<file path="src/rtl/uart_pkg.sv">
// Shared types and constants for the oversampling UART receiver.
package uart_pkg;

  localparam int unsigned OVERSAMPLE = 16;
  localparam int unsigned SAMPLE_MID = 8;

  typedef enum logic [2:0] {
    ST_IDLE,
    ST_START,
    ST_DATA,
    ST_PARITY,
    ST_STOP
  } rx_state_e;

  typedef enum logic [1:0] {
    PAR_NONE     = 2'b00,
    PAR_EVEN     = 2'b01,
    PAR_ODD      = 2'b10,
    PAR_NONE_ALT = 2'b11
  } parity_e;

  function automatic logic maj3(input logic a, input logic b, input logic c);
    return (a & b) | (a & c) | (b & c);
  endfunction

endpackage

</file>
<file path="src/rtl/uart_baud_tick.sv">
// Sample-tick generator: one tick every max(div_i,1) cycles, phase reset by restart_i.
module uart_baud_tick #(
  parameter int unsigned DIV_W = 16
) (
  input  logic             clk,
  input  logic             rst_n,
  input  logic             restart_i,
  input  logic [DIV_W-1:0] div_i,
  output logic             tick_o
);

  logic [DIV_W-1:0] cnt_q, cnt_d;
  logic [DIV_W-1:0] last_c;
  logic             tick_q, tick_d;

  always_comb begin
    last_c = (div_i == '0) ? '0 : div_i - DIV_W'(1);
    cnt_d  = cnt_q + DIV_W'(1);
    tick_d = 1'b0;
    if (restart_i) begin
      cnt_d = '0;
    end else if (cnt_q >= last_c) begin
      cnt_d  = '0;
      tick_d = 1'b1;
    end
  end

  always_ff @(posedge clk) begin
    if (!rst_n) begin
      cnt_q  <= '0;
      tick_q <= 1'b0;
    end else begin
      cnt_q  <= cnt_d;
      tick_q <= tick_d;
    end
  end

  assign tick_o = tick_q;

endmodule

</file>
<file path="src/rtl/uart_rx_os.sv">
// 16x oversampling UART receiver with majority-vote sampling, parity/framing
// checks and a single-entry valid/ready output holding register.
module uart_rx_os
  import uart_pkg::*;
#(
  parameter int unsigned DATA_BITS = 8,
  parameter int unsigned DIV_W     = 16
) (
  input  logic                 clk,
  input  logic                 rst_n,
  input  logic                 rx,
  input  logic [DIV_W-1:0]     baud_div,
  input  logic [1:0]           parity_mode,
  input  logic                 stop2,
  output logic [DATA_BITS-1:0] rx_data,
  output logic                 rx_valid,
  input  logic                 rx_ready,
  output logic                 rx_perr,
  output logic                 rx_ferr,
  output logic                 overrun
);

  localparam int unsigned TICK_W = $clog2(OVERSAMPLE);
  localparam int unsigned BIT_W  = $clog2(DATA_BITS);
  localparam logic [TICK_W-1:0] TICK_S0   = TICK_W'(SAMPLE_MID - 1);
  localparam logic [TICK_W-1:0] TICK_S1   = TICK_W'(SAMPLE_MID);
  localparam logic [TICK_W-1:0] TICK_S2   = TICK_W'(SAMPLE_MID + 1);
  localparam logic [TICK_W-1:0] TICK_LAST = TICK_W'(OVERSAMPLE - 1);
  localparam logic [BIT_W-1:0]  BIT_LAST  = BIT_W'(DATA_BITS - 1);

  // Synchronizer and edge-detect arming; arm_q needs a real high sample after
  // reset so a line already low at release is not mistaken for a start edge.
  logic       sync1_q, sync2_q, rx_prev_q, arm_q;
  logic [1:0] fill_q;

  always_ff @(posedge clk) begin
    if (!rst_n) begin
      sync1_q   <= 1'b1;
      sync2_q   <= 1'b1;
      rx_prev_q <= 1'b1;
      fill_q    <= 2'b00;
      arm_q     <= 1'b0;
    end else begin
      sync1_q   <= rx;
      sync2_q   <= sync1_q;
      rx_prev_q <= sync2_q;
      fill_q    <= {fill_q[0], 1'b1};
      if (fill_q[1] && sync2_q) arm_q <= 1'b1;
    end
  end

  rx_state_e            state_q, state_d;
  logic [TICK_W-1:0]    tick_idx_q, tick_idx_d;
  logic [BIT_W-1:0]     bit_idx_q, bit_idx_d;
  logic                 stop_idx_q, stop_idx_d;
  logic [1:0]           samp_q, samp_d;
  logic [DATA_BITS-1:0] shift_q, shift_d;
  logic                 fperr_q, fperr_d;
  logic                 fferr_q, fferr_d;
  logic [DIV_W-1:0]     div_q, div_d;
  parity_e              par_q, par_d;
  logic                 stop2_q, stop2_d;

  logic start_edge_c, tick, maj_c, done_c, par_en_c;
  logic at_s0, at_s1, at_s2, at_last;

  assign start_edge_c = (state_q == ST_IDLE) && arm_q && rx_prev_q && !sync2_q;
  assign at_s0        = (tick_idx_q == TICK_S0);
  assign at_s1        = (tick_idx_q == TICK_S1);
  assign at_s2        = (tick_idx_q == TICK_S2);
  assign at_last      = (tick_idx_q == TICK_LAST);
  assign par_en_c     = (par_q == PAR_EVEN) || (par_q == PAR_ODD);

  uart_baud_tick #(.DIV_W(DIV_W)) u_tick (
    .clk       (clk),
    .rst_n     (rst_n),
    .restart_i (start_edge_c),
    .div_i     (div_q),
    .tick_o    (tick)
  );

  always_comb begin
    state_d    = state_q;
    tick_idx_d = tick_idx_q;
    bit_idx_d  = bit_idx_q;
    stop_idx_d = stop_idx_q;
    samp_d     = samp_q;
    shift_d    = shift_q;
    fperr_d    = fperr_q;
    fferr_d    = fferr_q;
    div_d      = div_q;
    par_d      = par_q;
    stop2_d    = stop2_q;
    done_c     = 1'b0;
    maj_c      = maj3(samp_q[0], samp_q[1], sync2_q);

    if (state_q == ST_IDLE) begin
      if (start_edge_c) begin
        state_d    = ST_START;
        tick_idx_d = '0;
        bit_idx_d  = '0;
        stop_idx_d = 1'b0;
        fperr_d    = 1'b0;
        fferr_d    = 1'b0;
        div_d      = baud_div;
        par_d      = parity_e'(parity_mode);
        stop2_d    = stop2;
      end
    end else if (tick) begin
      tick_idx_d = at_last ? '0 : tick_idx_q + 1'b1;
      if (at_s0) samp_d[0] = sync2_q;
      if (at_s1) samp_d[1] = sync2_q;
      case (state_q)
        ST_START: begin
          if (at_s2 && maj_c) state_d = ST_IDLE;
          else if (at_last)   state_d = ST_DATA;
        end
        ST_DATA: begin
          if (at_s2) shift_d = {maj_c, shift_q[DATA_BITS-1:1]};
          if (at_last) begin
            if (bit_idx_q == BIT_LAST) begin
              bit_idx_d = '0;
              state_d   = par_en_c ? ST_PARITY : ST_STOP;
            end else begin
              bit_idx_d = bit_idx_q + 1'b1;
            end
          end
        end
        ST_PARITY: begin
          if (at_s2) fperr_d = (^shift_q) ^ maj_c ^ (par_q == PAR_ODD);
          if (at_last) state_d = ST_STOP;
        end
        ST_STOP: begin
          if (at_s2) begin
            if (!maj_c) fferr_d = 1'b1;
            if (stop_idx_q == stop2_q) begin
              done_c  = 1'b1;
              state_d = ST_IDLE;
            end
          end else if (at_last) begin
            stop_idx_d = 1'b1;
          end
        end
        default: state_d = ST_IDLE;
      endcase
    end
  end

  always_ff @(posedge clk) begin
    if (!rst_n) begin
      state_q    <= ST_IDLE;
      tick_idx_q <= '0;
      bit_idx_q  <= '0;
      stop_idx_q <= 1'b0;
      samp_q     <= '0;
      shift_q    <= '0;
      fperr_q    <= 1'b0;
      fferr_q    <= 1'b0;
      div_q      <= '0;
      par_q      <= PAR_NONE;
      stop2_q    <= 1'b0;
    end else begin
      state_q    <= state_d;
      tick_idx_q <= tick_idx_d;
      bit_idx_q  <= bit_idx_d;
      stop_idx_q <= stop_idx_d;
      samp_q     <= samp_d;
      shift_q    <= shift_d;
      fperr_q    <= fperr_d;
      fferr_q    <= fferr_d;
      div_q      <= div_d;
      par_q      <= par_d;
      stop2_q    <= stop2_d;
    end
  end

  // Output holding register: a completed frame loads only if the slot is free
  // or being drained this cycle, otherwise it is dropped with an overrun pulse.
  logic [DATA_BITS-1:0] data_q, data_d;
  logic                 valid_q, valid_d;
  logic                 perr_q, perr_d;
  logic                 ferr_q, ferr_d;
  logic                 ovr_q, ovr_d;

  always_comb begin
    data_d  = data_q;
    valid_d = valid_q;
    perr_d  = perr_q;
    ferr_d  = ferr_q;
    ovr_d   = 1'b0;
    if (valid_q && rx_ready) valid_d = 1'b0;
    if (done_c) begin
      if (!valid_q || rx_ready) begin
        valid_d = 1'b1;
        data_d  = shift_q;
        perr_d  = fperr_q;
        ferr_d  = fferr_q | ~maj_c;
      end else begin
        ovr_d = 1'b1;
      end
    end
  end

  always_ff @(posedge clk) begin
    if (!rst_n) begin
      data_q  <= '0;
      valid_q <= 1'b0;
      perr_q  <= 1'b0;
      ferr_q  <= 1'b0;
      ovr_q   <= 1'b0;
    end else begin
      data_q  <= data_d;
      valid_q <= valid_d;
      perr_q  <= perr_d;
      ferr_q  <= ferr_d;
      ovr_q   <= ovr_d;
    end
  end

  assign rx_data  = data_q;
  assign rx_valid = valid_q;
  assign rx_perr  = perr_q;
  assign rx_ferr  = ferr_q;
  assign overrun  = ovr_q;

endmodule
</file>
<file path="config.mk">
export PLATFORM = sky130hd
export DESIGN_NAME = uart_rx_os
export DESIGN_NICKNAME = d
export VERILOG_FILES = /design/src/rtl/uart_pkg.sv /design/src/rtl/uart_baud_tick.sv /design/src/rtl/uart_rx_os.sv
export SDC_FILE = /design/constraint.sdc
export NUM_CORES = 1
export LEC_CHECK = 0
export ABC_CLOCK_PERIOD_IN_PS = 5100
export CELL_PAD_IN_SITES_DETAIL_PLACEMENT = 1
export CELL_PAD_IN_SITES_GLOBAL_PLACEMENT = 2
export CORE_MARGIN = 4
export CORE_UTILIZATION = 38
export CTS_BUF_LIST = sky130_fd_sc_hd__clkbuf_16
export DETAILED_ROUTE_END_ITERATION = 16
export GPL_TIMING_DRIVEN = 0
export PLACE_DENSITY = 0.88
export SETUP_SLACK_MARGIN = 0.2
export SYNTH_ARGS = -nofsm -noshare
export SYNTH_HDL_FRONTEND = slang
export SYNTH_SLANG_ARGS = --single-unit
</file>
<file path="constraint.sdc">
create_clock -name clk -period 5.1 [get_ports clk]
set_input_delay 1.02 -clock clk [delete_from_list [all_inputs] [get_ports clk]]
set_output_delay 1.02 -clock clk [all_outputs]
set_load 0.01 [all_outputs]
</file>
==> impl_metrics.toml, run 1 <==
[run_status]
outcome = "finished clean"

[synthesis]
post_synth.cell_area_avg_um2 = 8.80
yosys.area.top_type = "dfxtp_1"
syn-cell-area_mm2 = 0.00403
asyncSetResetFlopFracSynth_pct = 0
seq_total_area_yosys_pct = 38.2
synth-seq-cells = 77
yosys-top-cells-area = "dfxtp_1 38%, ha_1 7.8%, nand2_1 7.0%"
synth_cells = 458
synth_enable_flop_cells = 0
yosys.area.top_type_share_pct = 38.2
syn-num-nets = 506
postSynth.topFlopCell = "dfxtp_1"
ys.warnings.count = 0
yosys.cell_types.count = 51
netlist_top_cells_count = "77 x dfxtp_1, 75 x nand2_1, 29 x nor2b_1, 25 x ha_1, 25 x nor3_1"
yosys.cell_count.top_type = "dfxtp_1"

[worst_setup_path]
critical_path.cell_chain = "nor3_1 -> nand4_1 -> or4_1 -> xnor2_1 -> nand2_1 -> ha_1 -> nand4_1 -> nor2_1 -> o2111ai_1 -> o211ai_1 -> buf_2 -> nor3_1"
cp_num_buf_inv = 1
timing.critical_path.max_delay_family = "simple AND/OR/NAND/NOR gates"
critPathRequiredTime_ns = 5.29
critical_path_peak_fanout = 10
start_kind = "register"
worst_path_largest_cell_delay_ns = 0.51
crit_path_top_delay_cell = "o211ai_1"
critPathKind = "reg -> reg"
cp_data_arrival_time_ns = 3.71
timing.critical_path.to_type = "register"

[job]
max_cap_viol_count = 0

[floorplanning]
floorplan.initialDensity_pct = 39.0
chipHeight_um = 111
fp-row-count = 37
horiz_die_dim_um = 111
core_area_mm2 = 0.0103
die-area_mm2 = 0.0123
io_pins = 35

[drt]
vias = 3324
avgViaCountPerCell = 5.16
post_drt_wl_per_cell_um = 15.3
first_pass_iters = 4
routed_wl_um = 9870
detail_route.iter0.violations = 148
route.antenna.remaining_nets = 0
detail_route.drc_violations = 0

[sta]
hold_slack_ns = 0.414
setup-violations-final = 0
timing.final.max_slew_violations = 0
worst-slew-pin-transition_ns = 0.655
hold_viol = 0
relSlewSlack_pct = 55.9
post-route-period-util_pct = 69.0
grt_setup_unrepaired = "no"
fin_crit_ns = 3.52
final.setup_skew_ns = 0.00783
clock.fmax_mhz = 284
tns_ns = 0

[clock_tree]
cts_post_setup_buffers_inserted = 0
cts.path.max_buffers = 2
clock_insertion_delay_worst_skew_ns = 0.34
cts_made_buffers = 9
cts-root-buf = "clkbuf_16"
cts_resized = 0
postCtsHoldBufs = 0
cts.sinks = 77
clkSlewWorstSetupHoldPaths_ns = 0.07
tritoncts = "yes"
htree_num_levels = 3

[layout]
count_of_antenna_diodes_in_the_layout = 0
post_route_cells_drive_above_1_share_pct = 5.51
syn2layout_area_growth_pct = 20.1
fin_nets = 551
layoutNonFillerInstCount = 644

[placement]
dp.final_hpwl_um = 7290
portBuffers = 34
cells_after_dpl = 628
gp_congestion = 0.808

[pwr]
leakage_uw = 0.00190
power_density_mw_per_mm2 = 295
power.ir.vdd_worst_mv = 0.165

[global_routing]
antenna_found_initial = 0
grt_remaining_overflow = 0
first_global_vias = 3532
grt_max_degree = 15
grt_pass1_wl_um = 17000
global_route.usage.total_pct = 16.7

[worst_hold_path]
hold_class = "reg -> reg"
==> layout make-up <==
class                      count  area, um2
buffer                        19       93.8
clock buffer                   9        225
clock inverter                 7       73.8
fill                        1208       5480
inverter                      10       37.5
multi-input combinational    352       2360
sequential                    77       1540
tap                          136        170
timing repair buffer          34        340
==> cell families (layout without fill, tap and decap cells) <==
group | Yosys count | after routing | share of synthesized area [%]
multiplexers | 22 | 22 | 5.46
XOR/XNOR | 37 | 37 | 8.04
AND/OR/NAND/NOR | 206 | 206 | 26.0
flip-flops | 77 | 77 | 38.2
buffers and inverters | 29 | 79 | 3.26
AO/OA/AOI/OAI | 61 | 61 | 10.9
adder cells (fa/ha/maj) | 26 | 26 | 8.01
==> power breakdown <==
| part | leakage, uW | total [uW] | switching, uW | internal (uW) |
|---|---|---|---|---|
| Combinational | 0.00113 | 155 | 84.2 | 70.8 |
| Sequential | 0.000622 | 625 | 12.5 | 613 |
| Clock | 0.000152 | 646 | 264 | 382 |
| Total | 0.00190 | 1430 | 361 | 1070 |
==> state kept, by name, indices dropped and copies added (netlist names), 2 cells and up <==
signal / flops
bit_idx_q: 3
div_q: 16
fill_q: 2
par_q: 2
rx_data: 8
samp_q: 2
shift_q: 8
state_q: 3
tick_idx_q: 4
u_tick.cnt_q: 16
==> final timing paths <==
kind	start	to	slack, ns	cells after the start
setup / recovery	div_q[2]$_SDFFE_PN0P_	u_tick.cnt_q[11]$_SDFF_PP0_	1.58	12
hold / removal	sync1_q$_SDFF_PN1_	sync2_q$_SDFF_PN1_	0.41	1
setup reg to reg	div_q[2]$_SDFFE_PN0P_	u_tick.cnt_q[11]$_SDFF_PP0_	1.58	12
hold reg to reg	sync1_q$_SDFF_PN1_	sync2_q$_SDFF_PN1_	0.41	1
==> through the flow <==
stage | power [uW] | cell area [um2] | setup slack [ns] | util (%)
2_1_floorplan | 741 | 4030 | 2.23 | -
3_3_place_gp | 789 | 4540 | 1.67 | 44.0
3_5_place_dp | 794 | 4540 | 1.61 | 44.0
4_1_cts | 1450 | 4840 | 1.57 | 46.9
5_1_grt | 1490 | 4840 | 1.23 | 46.9
6_report | 1430 | 4840 | 1.58 | 46.9
==> worst register-to-register path: cells and delay by family (launching register included) <==
family | cells | cell delay, ns
AND/OR/NAND/NOR | 7 | 1.55
AO/OA/AOI/OAI | 2 | 0.64
flip-flops | 1 | 0.36
buffers and inverters | 1 | 0.34
adder cells (fa/ha/maj) | 1 | 0.33
XOR/XNOR | 1 | 0.17
==> cell usage in the layout (no fill, tap or decap), types with 7 or more instances in the layout <==
| cell type | instances |
|---|---|
| dfxtp_1 | 77 |
| nand2_1 | 75 |
| clkdlybuf4s50_1 | 34 |
| nor2b_1 | 29 |
| nor3_1 | 25 |
| ha_1 | 25 |
| mux2i_1 | 22 |
| xor2_1 | 21 |
| a21boi_0 | 21 |
| xnor2_1 | 16 |
| nor2_1 | 14 |
| nand3_1 | 12 |
| inv_1 | 11 |
| nand2b_1 | 11 |
| clkbuf_1 | 11 |
| nand4_1 | 10 |
| clkbuf_16 | 9 |
| o21ai_0 | 8 |
| and3_1 | 7 |
| a21oi_1 | 7 |
==> routing by layer <==
layer	routed length [um]	global-route usage, %	vias up
met3	327	4.15	12
li1	-	-	1679
met5	0	0	-
met2	5040	30.3	39
met1	4430	19.8	1594
met4	78	3.45	0
Power figures use the tool's default switching activity.
==> run 2: changes to the inputs <==
--- a/config.mk
+++ b/config.mk
@@ -5,15 +5,15 @@
 export SDC_FILE = /design/constraint.sdc
 export NUM_CORES = 1
 export LEC_CHECK = 0
-export ABC_CLOCK_PERIOD_IN_PS = 5100
+export ABC_CLOCK_PERIOD_IN_PS = 3230
 export CELL_PAD_IN_SITES_DETAIL_PLACEMENT = 1
 export CELL_PAD_IN_SITES_GLOBAL_PLACEMENT = 2
 export CORE_MARGIN = 4
-export CORE_UTILIZATION = 38
+export CORE_UTILIZATION = 32
 export CTS_BUF_LIST = sky130_fd_sc_hd__clkbuf_16
 export DETAILED_ROUTE_END_ITERATION = 16
 export GPL_TIMING_DRIVEN = 0
-export PLACE_DENSITY = 0.88
+export PLACE_DENSITY = 0.79
 export SETUP_SLACK_MARGIN = 0.2
 export SYNTH_ARGS = -nofsm -noshare
 export SYNTH_HDL_FRONTEND = slang
==> constraint.sdc (replaced) <==
create_clock -name clk -period 3.23 [get_ports clk]
set_input_delay 0.646 -clock clk [delete_from_list [all_inputs] [get_ports clk]]
set_output_delay 0.646 -clock clk [all_outputs]
set_load 0.01 [all_outputs]
==> impl_metrics.toml, run 2 (synthesis gave the netlist of run 1 again) <==
[run_status]
outcome = "finished clean"

[global_routing]
grt_remaining_overflow = 0
first_global_vias = 3569
grt_max_degree = 14
antenna_found_initial = 0
grt_pass1_wl_um = 17000
global_route.usage.total_pct = 14.7

[worst_hold_path]
hold_class = "reg -> reg"

[sta]
relSlewSlack_pct = 51.1
setup-violations-final = 0
timing.final.max_slew_violations = 0
tns_ns = 0
grt_setup_unrepaired = "yes"
fin_crit_ns = 2.85
hold_viol = 0
hold_slack_ns = 0.424
post-route-period-util_pct = 88.3
final.setup_skew_ns = 0.0101
clock.fmax_mhz = 351
worst-slew-pin-transition_ns = 0.726

[worst_setup_path]
critical_path.cell_chain = "nor3_4 -> nand4_1 -> or4_4 -> xnor2_2 -> nand2_2 -> ha_4 -> nand4_1 -> nor2_2 -> o2111ai_2 -> o211ai_1 -> buf_4 -> nor3_1"
rrSetupSlack_ns = 0.38
crit_path_top_delay_cell = "or4_4"
timing.critical_path.to_type = "register"
critical-path-top-cell-by-count = "nand4_1"
worst_path_largest_cell_delay_ns = 0.48
critPathRequiredTime_ns = 3.43
cp_data_arrival_time_ns = 3.06
critical_path_peak_fanout = 10
critPathKind = "reg -> reg"
start_kind = "register"

[drt]
detail_route.iter0.violations = 113
detail_route.drc_violations = 0
avgViaCountPerCell = 4.93
first_pass_iters = 4
route.antenna.remaining_nets = 0
vias = 3356
routed_wl_um = 10200
post_drt_wl_per_cell_um = 15.0

[placement]
dp.final_hpwl_um = 7520
dpl_cell_area_mm2 = 0.00458
cells_after_dpl = 660
gp_congestion = 0.824
portBuffers = 34

[layout]
top_regs = "div_q (16), u_tick.cnt_q (16)"
post_route_cells_drive_above_1_share_pct = 11.1
syn2layout_area_growth_pct = 26.3
final_common_cell = "nand2_1"
layoutNonFillerInstCount = 681
final_cell_area_mm2 = 0.00509
most-common-layout-cells = "74 x nand2_1, 71 x dfxtp_1, 34 x clkdlybuf4s50_1"
count_of_antenna_diodes_in_the_layout = 0
fin_nets = 557

[floorplanning]
floorplan.initialDensity_pct = 33.1
core_area_mm2 = 0.0122
die-area_mm2 = 0.0145
horiz_die_dim_um = 120
chipHeight_um = 120
io_pins = 35
fp-row-count = 40

[clock_tree]
cts-root-buf = "clkbuf_16"
postCtsHoldBufs = 0
tritoncts = "yes"
clock_insertion_delay_worst_skew_ns = 0.34
cts.sinks = 77
htree_num_levels = 3
cts_made_buffers = 9
clkSlewWorstSetupHoldPaths_ns = 0.06
cts.path.max_buffers = 2

[pwr]
power_density_mw_per_mm2 = 478
leakage_uw = 0.00199
power.ir.vdd_worst_mv = 0.244

[job]
max_cap_viol_count = 0
run 2: per-stage QoR:
stage / total power, uW / utilization, % / setup WS, ns
after floorplan: 1170 / - / 0.357
after global placement: 1250 / 37.7 / -0.225
after detailed placement: 1260 / 37.7 / -0.307
after CTS: 2440 / 40.8 / 0.227
after global routing: 2540 / 41.9 / 0.119
final: 2430 / 41.9 / 0.377
run 2: what timing repair did:
action / 4_1_cts / 5_1_grt
pin swaps: 2 / 6
gates resized for setup: 4 / 28
setup endpoints to repair: 17 / 17
setup buffers: 4 / 2
run 2: cell type report:
| type | instances | area, um2 |
|---|---|---|
| buffer | 19 | 97.6 |
| clock buffer | 9 | 225 |
| clock inverter | 6 | 111 |
| fill | 1440 | 7070 |
| inverter | 10 | 37.5 |
| multi-input combinational | 352 | 2470 |
| sequential | 77 | 1550 |
| tap | 168 | 210 |
| timing repair buffer | 40 | 385 |
run 2: metal layers:
layer,track usage (%),up-vias,share of wire (%)
met5,0,-,0
met4,6.23,0,2.7
met3,3.32,22,2.4
met2,26.3,49,51
met1,16.7,1602,44
li1,-,1683,-
run 2: final timing paths:
check	to	start	cells past startpoint
hold reg to reg	sync2_q$_SDFF_PN1_	sync1_q$_SDFF_PN1_	1
setup / recovery	u_tick.cnt_q[14]$_SDFF_PP0_	div_q[4]$_SDFFE_PN0P_	12
setup reg to reg	u_tick.cnt_q[14]$_SDFF_PP0_	div_q[4]$_SDFFE_PN0P_	12
hold / removal	sync2_q$_SDFF_PN1_	sync1_q$_SDFF_PN1_	1
run 2: report_power, final:
part | internal [uW] | switching [uW] | leakage [uW]
sequential | 967 | 21.2 | 0.000626
clock | 752 | 409 | 0.000167
combinational | 138 | 146 | 0.00120
run 2: worst max-delay path: cells and delay by family (launching register included):
family | cells | cell delay, ns
AOI/OAI and AO/OA | 2 | 0.39
xor gates and xnor gates | 1 | 0.15
adders and majority gates | 1 | 0.27
buffers and inverters | 1 | 0.23
DFF | 1 | 0.36
and+or+nand+nor | 7 | 1.30
